==> config.mk <==
export PLATFORM = sky130hd
export DESIGN_NAME = spiral_plotter
export DESIGN_NICKNAME = d
export VERILOG_FILES = /design/src/rtl/spiral_plotter.sv
export SDC_FILE = /design/constraint.sdc
export NUM_CORES = 1
export LEC_CHECK = 0
export ABC_AREA = 0
export CORE_ASPECT_RATIO = 2
export CORE_UTILIZATION = 62
export DETAILED_ROUTE_END_ITERATION = 10
export DONT_BUFFER_PORTS = 1
export PLACE_DENSITY = 0.88
export SLEW_MARGIN = 25
export SYNTH_ARGS = -nofsm -noshare
export SYNTH_HDL_FRONTEND = slang
export SYNTH_SLANG_ARGS = --single-unit
==> constraint.sdc <==
create_clock -name clk -period 6.2 [get_ports clk]
set_input_delay 0.62 -clock clk [delete_from_list [all_inputs] [get_ports clk]]
set_output_delay 0.62 -clock clk [all_outputs]
set_load 0.03 [all_outputs]
==> src/rtl/spiral_plotter.sv <==
// spiral_plotter: walks a rectangular spiral over the frame, one pixel
// write per DRAW cycle, with a pausable inter-pixel wait.
module spiral_plotter #(
  parameter int X_W         = 8,
  parameter int Y_W         = 7,
  parameter int X_MAX       = 159,
  parameter int Y_MAX       = 119,
  parameter int COLOR_W     = 9,
  parameter int DELAY_TICKS = 88607,
  parameter int CNT_W       = 22
) (
  input  logic               clk,
  input  logic               resetn,
  input  logic               start,
  input  logic               abort,
  input  logic               pause,
  input  logic [1:0]         mode,
  input  logic [COLOR_W-1:0] fixed_color,
  output logic [X_W-1:0]     x,
  output logic [Y_W-1:0]     y,
  output logic [COLOR_W-1:0] color,
  output logic               writeEn,
  output logic               busy,
  output logic               done
);

  typedef enum logic [2:0] {
    S_IDLE, S_INIT, S_DRAW, S_WAIT, S_DONE
  } state_t;

  typedef enum logic [1:0] {
    LEG_D, LEG_R, LEG_U, LEG_L
  } leg_t;

  localparam int LAST_I = (DELAY_TICKS == 0) ? 0 : DELAY_TICKS - 1;
  localparam logic [CNT_W-1:0] CNT_LAST = CNT_W'(LAST_I);

  state_t             state;
  leg_t               leg;
  leg_t               nleg;
  leg_t               mv;
  logic [X_W-1:0]     l, r, x_nx;
  logic [Y_W-1:0]     t, b, y_nx;
  logic [CNT_W-1:0]   cnt;
  logic               ccw_q;
  logic               fix_q;
  logic [COLOR_W-1:0] fcol_q;
  logic               last;
  logic               empty;
  logic [8:0]         pat;

  always_comb begin
    last  = 1'b0;
    nleg  = leg;
    unique case (leg)
      LEG_D: begin
        last = (y == b);
        nleg = ccw_q ? LEG_L : LEG_R;
      end
      LEG_R: begin
        last = (x == r);
        nleg = ccw_q ? LEG_D : LEG_U;
      end
      LEG_U: begin
        last = (y == t);
        nleg = ccw_q ? LEG_R : LEG_L;
      end
      LEG_L: begin
        last = (x == l);
        nleg = ccw_q ? LEG_U : LEG_D;
      end
    endcase
    // vertical legs shrink a column bound, horizontal legs a row bound
    empty = (leg == LEG_D || leg == LEG_U) ? (l == r) : (t == b);
    mv    = last ? nleg : leg;
    x_nx  = x;
    y_nx  = y;
    unique case (mv)
      LEG_D: y_nx = y + 1'b1;
      LEG_R: x_nx = x + 1'b1;
      LEG_U: y_nx = y - 1'b1;
      LEG_L: x_nx = x - 1'b1;
    endcase
  end

  assign pat = {x[4:2] ^ y[4:2], x[3:1] ^ y[3:1], x[2:0] ^ y[2:0]};
  assign color = fix_q ? fcol_q : COLOR_W'(pat);

  assign writeEn = (state == S_DRAW);
  assign done    = (state == S_DONE);
  assign busy    = (state == S_INIT) || (state == S_DRAW)
                || (state == S_WAIT);

  always_ff @(posedge clk or negedge resetn) begin
    if (!resetn) begin
      state  <= S_IDLE;
      leg    <= LEG_D;
      x      <= '0;
      y      <= '0;
      l      <= '0;
      r      <= '0;
      t      <= '0;
      b      <= '0;
      cnt    <= '0;
      ccw_q  <= 1'b0;
      fix_q  <= 1'b0;
      fcol_q <= '0;
    end else if (abort && state != S_IDLE) begin
      state <= S_IDLE;
      cnt   <= '0;
    end else begin
      unique case (state)
        S_IDLE: begin
          if (start && !abort) begin
            ccw_q  <= mode[0];
            fix_q  <= mode[1];
            fcol_q <= fixed_color;
            state  <= S_INIT;
          end
        end
        S_INIT: begin
          x     <= '0;
          y     <= '0;
          l     <= '0;
          r     <= X_W'(X_MAX);
          t     <= '0;
          b     <= Y_W'(Y_MAX);
          leg   <= ccw_q ? LEG_R : LEG_D;
          state <= S_DRAW;
        end
        S_DRAW: begin
          cnt <= '0;
          if (last && empty) begin
            state <= S_DONE;
          end else begin
            if (last) begin
              leg <= nleg;
              unique case (leg)
                LEG_D: if (ccw_q) r <= r - 1'b1;
                       else       l <= l + 1'b1;
                LEG_R: if (ccw_q) t <= t + 1'b1;
                       else       b <= b - 1'b1;
                LEG_U: if (ccw_q) l <= l + 1'b1;
                       else       r <= r - 1'b1;
                LEG_L: if (ccw_q) b <= b - 1'b1;
                       else       t <= t + 1'b1;
              endcase
            end
            x     <= x_nx;
            y     <= y_nx;
            state <= (DELAY_TICKS == 0) ? S_DRAW : S_WAIT;
          end
        end
        S_WAIT: begin
          if (!pause) begin
            if (cnt == CNT_LAST) begin
              cnt   <= '0;
              state <= S_DRAW;
            end else begin
              cnt <= cnt + 1'b1;
            end
          end
        end
        S_DONE: state <= S_IDLE;
        default: state <= S_IDLE;
      endcase
    end
  end

endmodule

==> impl_metrics.tcl, run 1 <==
set metrics [dict create \
    nets 642 \
    seqPwrFrac 0.380 \
    num_antenna_cells 0 \
    h-tree-depth 3 \
    cts_resized 0 \
    worst_path_max_delay_cell "a21oi_1" \
    drtIter0Drc 369 \
    layout.cells.non_filler 721 \
    p_leak_nw 2.637 \
    cts_root_buf "clkbuf_16" \
    grt_first_pass_wirelength_mm 24.18 \
    die_h_um 136.3 \
    fin_util 0.6730 \
    drc 0 \
    avgSynthCellArea_sq_um 8.696 \
    dr.pass1.iters 5 \
    syn_inst 643 \
    p_int_mw 1.211 \
    dp_hpwl_mm 10.68 \
    cpPeakStageDelay_ns 0.80 \
    wirelength_mm 14.93 \
    yosysSeqAreaShare 0.3714 \
    yosysTopAreaCellShare 0.3714 \
    numCtsBuffers 9 \
    synth_cell_types 79 \
    multi_input_area_sq_mm 0.003228 \
    fp-row-count 48 \
    clock_latency_ns 0.34 \
    yosysTopAreaCell "dfrtp_1" \
    critPathTopFamily "compound AO/OA/AOI/OAI gates" \
    dp.cells 704 \
    syn2layout_area_growth_pct 4.811 \
    num-fill-cells 707 \
    maxSlewHeadroom 0.3219 \
    grtUsageTotal 0.3303 \
    drv_cap 0 \
    ir_drop_v 0.0003228 \
    tightest_slew_ns 1.007 \
    finalSetupViolCount 0 \
    dieArea_sq_mm 0.009425 \
    grt.overflow.total 0 \
    path_cells "clkinv_2 > o221ai_1 > a2111oi_4 > and4_4 > a21oi_1 > xnor2_1 > ha_1 > or2_2 > a21o_1 > a311oi_1 > a211o_1 > mux2i_1 > o311ai_1" \
    synth_edf_count 0 \
    antenna_found_initial 0 \
    setup_tns_ns 0 \
    finalMaxSlewViolations 0 \
    fin_crit_sh 0.7060 \
    port_buffers 0 \
    worstPathArrival_ns 4.58 \
    synthFlopType "dfrtp_1" \
    path_max_fanout 12 \
    critPathLaunchType "flop" \
    end_kind "flop" \
    grt_pass1_vias 5079 \
    core_area_sq_mm 0.008708 \
    power_frac_clock 0.242 \
    clockBufferDepth 2 \
    area.sequential_sq_mm 0.002077 \
    synthesis.nets 669 \
    io_pins 43 \
    place.gp.congestion 0.9517 \
    path_class "reg -> reg" \
    hold_viol_final 0 \
    final_antenna_net_count 0 \
    clkTransAtPathRegs_ns 0.06 \
    path_buf_inv 1 \
    routed-via-count 4827 \
    drive_gt1_frac 0.07890 \
    wl_per_cell_um 20.71 \
    fin_crit_ns 4.377 \
    start_util 0.6421 \
    outcome "finished, final reports clean" \
    holdCritPathClass "in -> async" \
    rsz0062_at_grt "no" \
    synth_area_sq_mm 0.005592 \
    ys_ff_latch 83 \
    cts_tree "built" \
    synth_warnings 0 \
    finClkSkew_ns 0.006609 \
    netSwitchingFraction 0.4520 \
    worstPathRequired_ns 6.40 \
    power_switching_uw 999.2 \
    pwr-share-comb 0.377 \
    p_per_area_mw_per_mm2 377.2 \
    ys_async_sr_fraction 1.000 \
    grt_max_degree 84 \
    dieWidth_um 69.15 \
    viasPerCell 6.695 \
    synth_area_leaders "dfrtp_1 (37%), xor2_1 (5.5%), xnor2_1 (4.1%), nand2_1 (3.8%), nor2_1 (3.6%)" \
    cts.sinks 83 \
    fmax_ghz 0.2285 \
    r2r_setup_slack_ns 1.82 \
]
-- cell type report --
type                    instances  share of cell area
inverters                      24             0.01558
clock inverters                 4            0.008540
repair buffers                  3            0.007259
flip-flops and latches         83              0.3544
clock buffers                  12             0.04206
well taps                     100             0.02135
multi-input cells             495              0.5508
-- synth_stat cells, types with 3 or more instances --
cell / n
nand2_1: 57
nand2b_1: 16
nor2b_1: 5
xor2_1: 35
a31oi_1: 5
a211o_1: 3
and3_1: 16
o21ai_0: 38
o31ai_1: 5
nor2_1: 53
inv_1: 21
nor3_1: 19
a21oi_1: 36
nand3_1: 36
a2bb2oi_1: 4
ha_1: 10
nor3b_1: 3
dfrtp_1: 83
xnor2_1: 26
nor4_1: 7
clkbuf_1: 16
mux2i_1: 16
buf_2: 19
and2_1: 7
a41oi_1: 3
a21o_1: 7
o22ai_1: 4
nand4_1: 11
or3_1: 6
mux2_2: 14
-- cell families after synthesis --
group,Yosys count,share of synthesized area
buffers and inverters,65,0.05124
adders and majority gates,10,0.02238
muxes,31,0.05952
DFF,83,0.3714
AOI/OAI and AO/OA,139,0.1692
xor gates and xnor gates,61,0.09555
and+or+nand+nor,254,0.2307
-- cells in the final DEF (no fill, tap or decap), types with 9 or more instances in the layout --
master and instances:
a21oi_1 36, and3_1 16, clkbuf_16 9, dfrtp_1 83, ha_1 10, inv_1 21
mux2_2 14, mux2i_1 16, nand2_1 57, nand2b_1 16, nand3_1 36, nand4_1 11
nor2_1 53, nor3_1 19, o21ai_0 38, xnor2_1 26, xor2_1 35
-- power groups by stage --
stage | sequential (mW) | clock (mW) | combinational (mW)
4_1_cts | 0.835 | 0.543 | 0.823
3_3_place_gp | 0.837 | 0 | 0.779
3_5_place_dp | 0.846 | 0 | 0.805
2_1_floorplan | 0.729 | 0 | 0.739
6_report | 0.841 | 0.535 | 0.834
5_1_grt | 0.854 | 0.561 | 0.907
-- final timing paths --
path	from	end	cells past startpoint
setup / recovery	y[1]$_DFFE_PN0P_	x[6]$_DFFE_PN0P_	13
hold / removal	resetn	r[6]$_DFFE_PN0P_	1
setup reg to reg	y[1]$_DFFE_PN0P_	x[6]$_DFFE_PN0P_	13
hold reg to reg	fcol_q[8]$_DFFE_PN0P_	fcol_q[8]$_DFFE_PN0P_	1
max in group asynchronous	resetn	fcol_q[4]$_DFFE_PN0P_	1
min in group clk	fixed_color[0]	fcol_q[0]$_DFFE_PN0P_	1
-- timing repair --
item | in CTS | in global routing
hold endpoints to repair | 83 | 0
buffers inserted | 0 | 0
hold buffers | 1 | 0
-- stage by stage --
stage / hold WS [ns] / setup slack (ns) / power (mW) / instance area [sq um]
after global placement: 0.3276 / 2.103 / 1.617 / 5537
final: 0.1779 / 1.823 / 2.211 / 5861
after floorplan: 0.3244 / 2.778 / 1.467 / 5592
after detailed placement: 0.3282 / 1.941 / 1.651 / 5537
after global routing: 0.1898 / 1.643 / 2.322 / 5861
after CTS: 0.1992 / 1.892 / 2.201 / 5861
-- registers in the layout (all words and copies together), names as in the netlist --
register / count
fix_q: 1
t: 7
state: 3
cnt: 22
b: 7
x: 8
l: 8
r: 8
y: 7
leg: 2
ccw_q: 1
fcol_q: 9
-- layer usage --
metal / track usage / share of wire
met2: 0.5868 / 0.54
met4: 0.2778 / 0.073
met3: 0.09414 / 0.058
met5: 0 / 0
met1: 0.3057 / 0.33
(Power assumes the default switching activity.)
==> run 2: changes to the inputs <==
--- a/config.mk
+++ b/config.mk
@@ -7,10 +7,10 @@
 export LEC_CHECK = 0
 export ABC_AREA = 0
 export CORE_ASPECT_RATIO = 2
-export CORE_UTILIZATION = 62
+export CORE_UTILIZATION = 58
 export DETAILED_ROUTE_END_ITERATION = 10
 export DONT_BUFFER_PORTS = 1
-export PLACE_DENSITY = 0.88
+export PLACE_DENSITY = 0.86
 export SLEW_MARGIN = 25
 export SYNTH_ARGS = -nofsm -noshare
 export SYNTH_HDL_FRONTEND = slang
==> constraint.sdc (replaced) <==
create_clock -name clk -period 3.9 [get_ports clk]
set_input_delay 0.39 -clock clk [delete_from_list [all_inputs] [get_ports clk]]
set_output_delay 0.39 -clock clk [all_outputs]
set_load 0.03 [all_outputs]
==> run 2 against run 1 <==
Non-clock buffer count up 22. Sequential power increased by 44%. Sequential cell count unchanged. Power increased by 65%. Hold slack improved by 0.0050 ns. Critical path depth unchanged. Clock power rose by 64%. Setup slack got worse by 1.5 ns. Maximum frequency up 23%. Die area rose by 6.7%. Clock skew grew 0.010 ns. Combinational power grew 87%. Critical path type unchanged. Highest routed layer unchanged.
==> impl_metrics.tcl, run 2 (synthesized netlist as in run 1, its figures left out) <==
set metrics [dict create \
    wl_per_cell_um 21.15 \
    pwr-share-comb 0.428 \
    final_common_cell "dfrtp_1" \
    drv_cap 0 \
    rsz0062_at_grt "no" \
    cts.sinks 83 \
    setup_tns_ns 0 \
    fmax_ghz 0.2801 \
    holdPathStages 1 \
    reg_top3 "cnt: 22 flops, fcol_q: 9 flops" \
    wirelength_mm 15.80 \
    dieWidth_um 71.43 \
    largest_reg_flops 22 \
    drive_gt1_frac 0.1135 \
    end_kind "flop" \
    layout_common_cells "dfrtp_1 (83), nand2_1 (57), nor2_1 (53)" \
    clkTransAtPathRegs_ns 0.08 \
    die_h_um 140.9 \
    p_leak_nw 2.760 \
    p_per_area_mw_per_mm2 603.5 \
    worstPathRequired_ns 4.12 \
    post_cts_buffers 0 \
    ir_drop_v 0.0004120 \
    path_max_fanout 12 \
    holdCritPathClass "in -> reg" \
    finClkSkew_ns 0.01692 \
    finalMaxSlewViolations 0 \
    grt.overflow.total 0 \
    place.gp.congestion 0.9965 \
    cts_root_buf "clkbuf_16" \
    dieArea_sq_mm 0.01006 \
    drc 0 \
    viasPerCell 6.722 \
    p_int_mw 1.999 \
    use_met3 0.07076 \
    path_class "reg -> reg" \
    hold_viol_final 0 \
    num-fill-cells 748 \
    routed-via-count 5021 \
    power_frac_clock 0.241 \
    gr-usage-met1 0.3276 \
    finalSetupViolCount 0 \
    maxSlewHeadroom 0.3577 \
    grtUsageTotal 0.3307 \
    drtIter0Drc 410 \
    outcome "finished, final reports clean" \
    reg2regPathDepth 13 \
    globalRouteMet2Util 0.5875 \
    dr.pass1.iters 10 \
    netSwitchingFraction 0.4521 \
    port_buffers 0 \
    final_antenna_net_count 0 \
    antenna_found_initial 0 \
    cts_tree "built" \
    dp_hpwl_mm 11.13 \
    worstPathArrival_ns 3.79 \
    grt_first_pass_wirelength_mm 25.30 \
    clockBufferDepth 2 \
    core_area_sq_mm 0.009384 \
    power_switching_mw 1.650 \
    grt.busiest_layer "met2" \
    num_antenna_cells 0 \
    start_util 0.5959 \
    clock_latency_ns 0.36 \
    io_pins 43 \
    nets 664 \
    regMostFlops "cnt" \
    tightest_slew_ns 0.9534 \
    p_total_mw 3.649 \
    fin_crit_sh 0.9153 \
    h-tree-depth 3 \
    critPathLaunchType "flop" \
    fin_crit_ns 3.570 \
    numCtsBuffers 9 \
    grt_pass1_vias 5141 \
    seqPwrFrac 0.330 \
    syn2layout_area_growth_pct 8.145 \
    fp-row-count 50 \
    grt_max_degree 84 \
]
-- run 2: stage by stage --
step,utilization,instance area [sq um],instances,hold WS (ns),worst slack (ns)
floorplan,-,5592,643,0.09441,0.4776
global placement,0.6073,5699,729,0.09770,0.4236
detailed placement,0.6073,5699,729,0.09710,0.4075
CTS,0.6437,6041,747,0.1826,0.3453
global route,0.6444,6047,747,0.1766,0.09228
finish,0.6444,6047,747,0.1829,0.3301
-- run 2: final cells by class --
class | count | area (sq um) | share of cell area
Timing Repair Buffer | 25 | 210.2 | 0.03476
Sequential cell | 83 | 2077 | 0.3435
Clock inverter | 6 | 65.06 | 0.01076
Tap cell | 104 | 130.1 | 0.02152
Inverter | 24 | 91.34 | 0.01510
Clock buffer | 10 | 239.0 | 0.03952
Multi-Input combinational cell | 495 | 3234 | 0.5349
-- run 2: timing repair --
action / CTS / global route
gates resized for setup: 0 / 1
endpoints found under the setup margin: 0 / 1
endpoints found under the hold margin: 83 / 0
hold buffers: 2 / 0
-- run 2: power by group through the flow --
stage               sequential, mW  clock [mW]  combinational, mW
detailed placement            1.21           0               1.49
finish                        1.21       0.880               1.56
global placement              1.20           0               1.45
global route                  1.22       0.917               1.69
CTS                           1.20       0.889               1.53
floorplan                     1.16           0               1.17
-- run 2: critical path, stage by stage (launching register included) --
cell       delay, ns
dfrtp_1         0.41
inv_1           0.22
o221ai_1        0.20
a2111oi_4       0.42
and4_4          0.40
a21oi_1         0.14
xnor2_1         0.15
ha_1            0.24
or2_2           0.32
a21o_1          0.18
a311oi_1        0.24
a211o_1         0.19
mux2i_1         0.20
o311ai_1        0.11
-- run 2: routing by layer --
metal / share of wire / up-vias
met1: 0.34 / 2407
met5: 0 / -
met2: 0.53 / 240
met4: 0.069 / 0
met3: 0.055 / 96
li1: - / 2278
-- run 2: worst paths after layout --
check	start	end	slack, ns
worst max-delay path	y[4]$_DFFE_PN0P_	x[6]$_DFFE_PN0P_	0.33
worst min-delay path	mode[0]	ccw_q$_DFFE_PN0P_	0.18
worst max register to register	y[4]$_DFFE_PN0P_	x[6]$_DFFE_PN0P_	0.33
worst min register to register	fcol_q[2]$_DFFE_PN0P_	fcol_q[2]$_DFFE_PN0P_	0.51
max in group asynchronous	resetn	cnt[21]$_DFFE_PN0P_	2.92
min in group asynchronous	resetn	l[0]$_DFFE_PN0P_	0.66
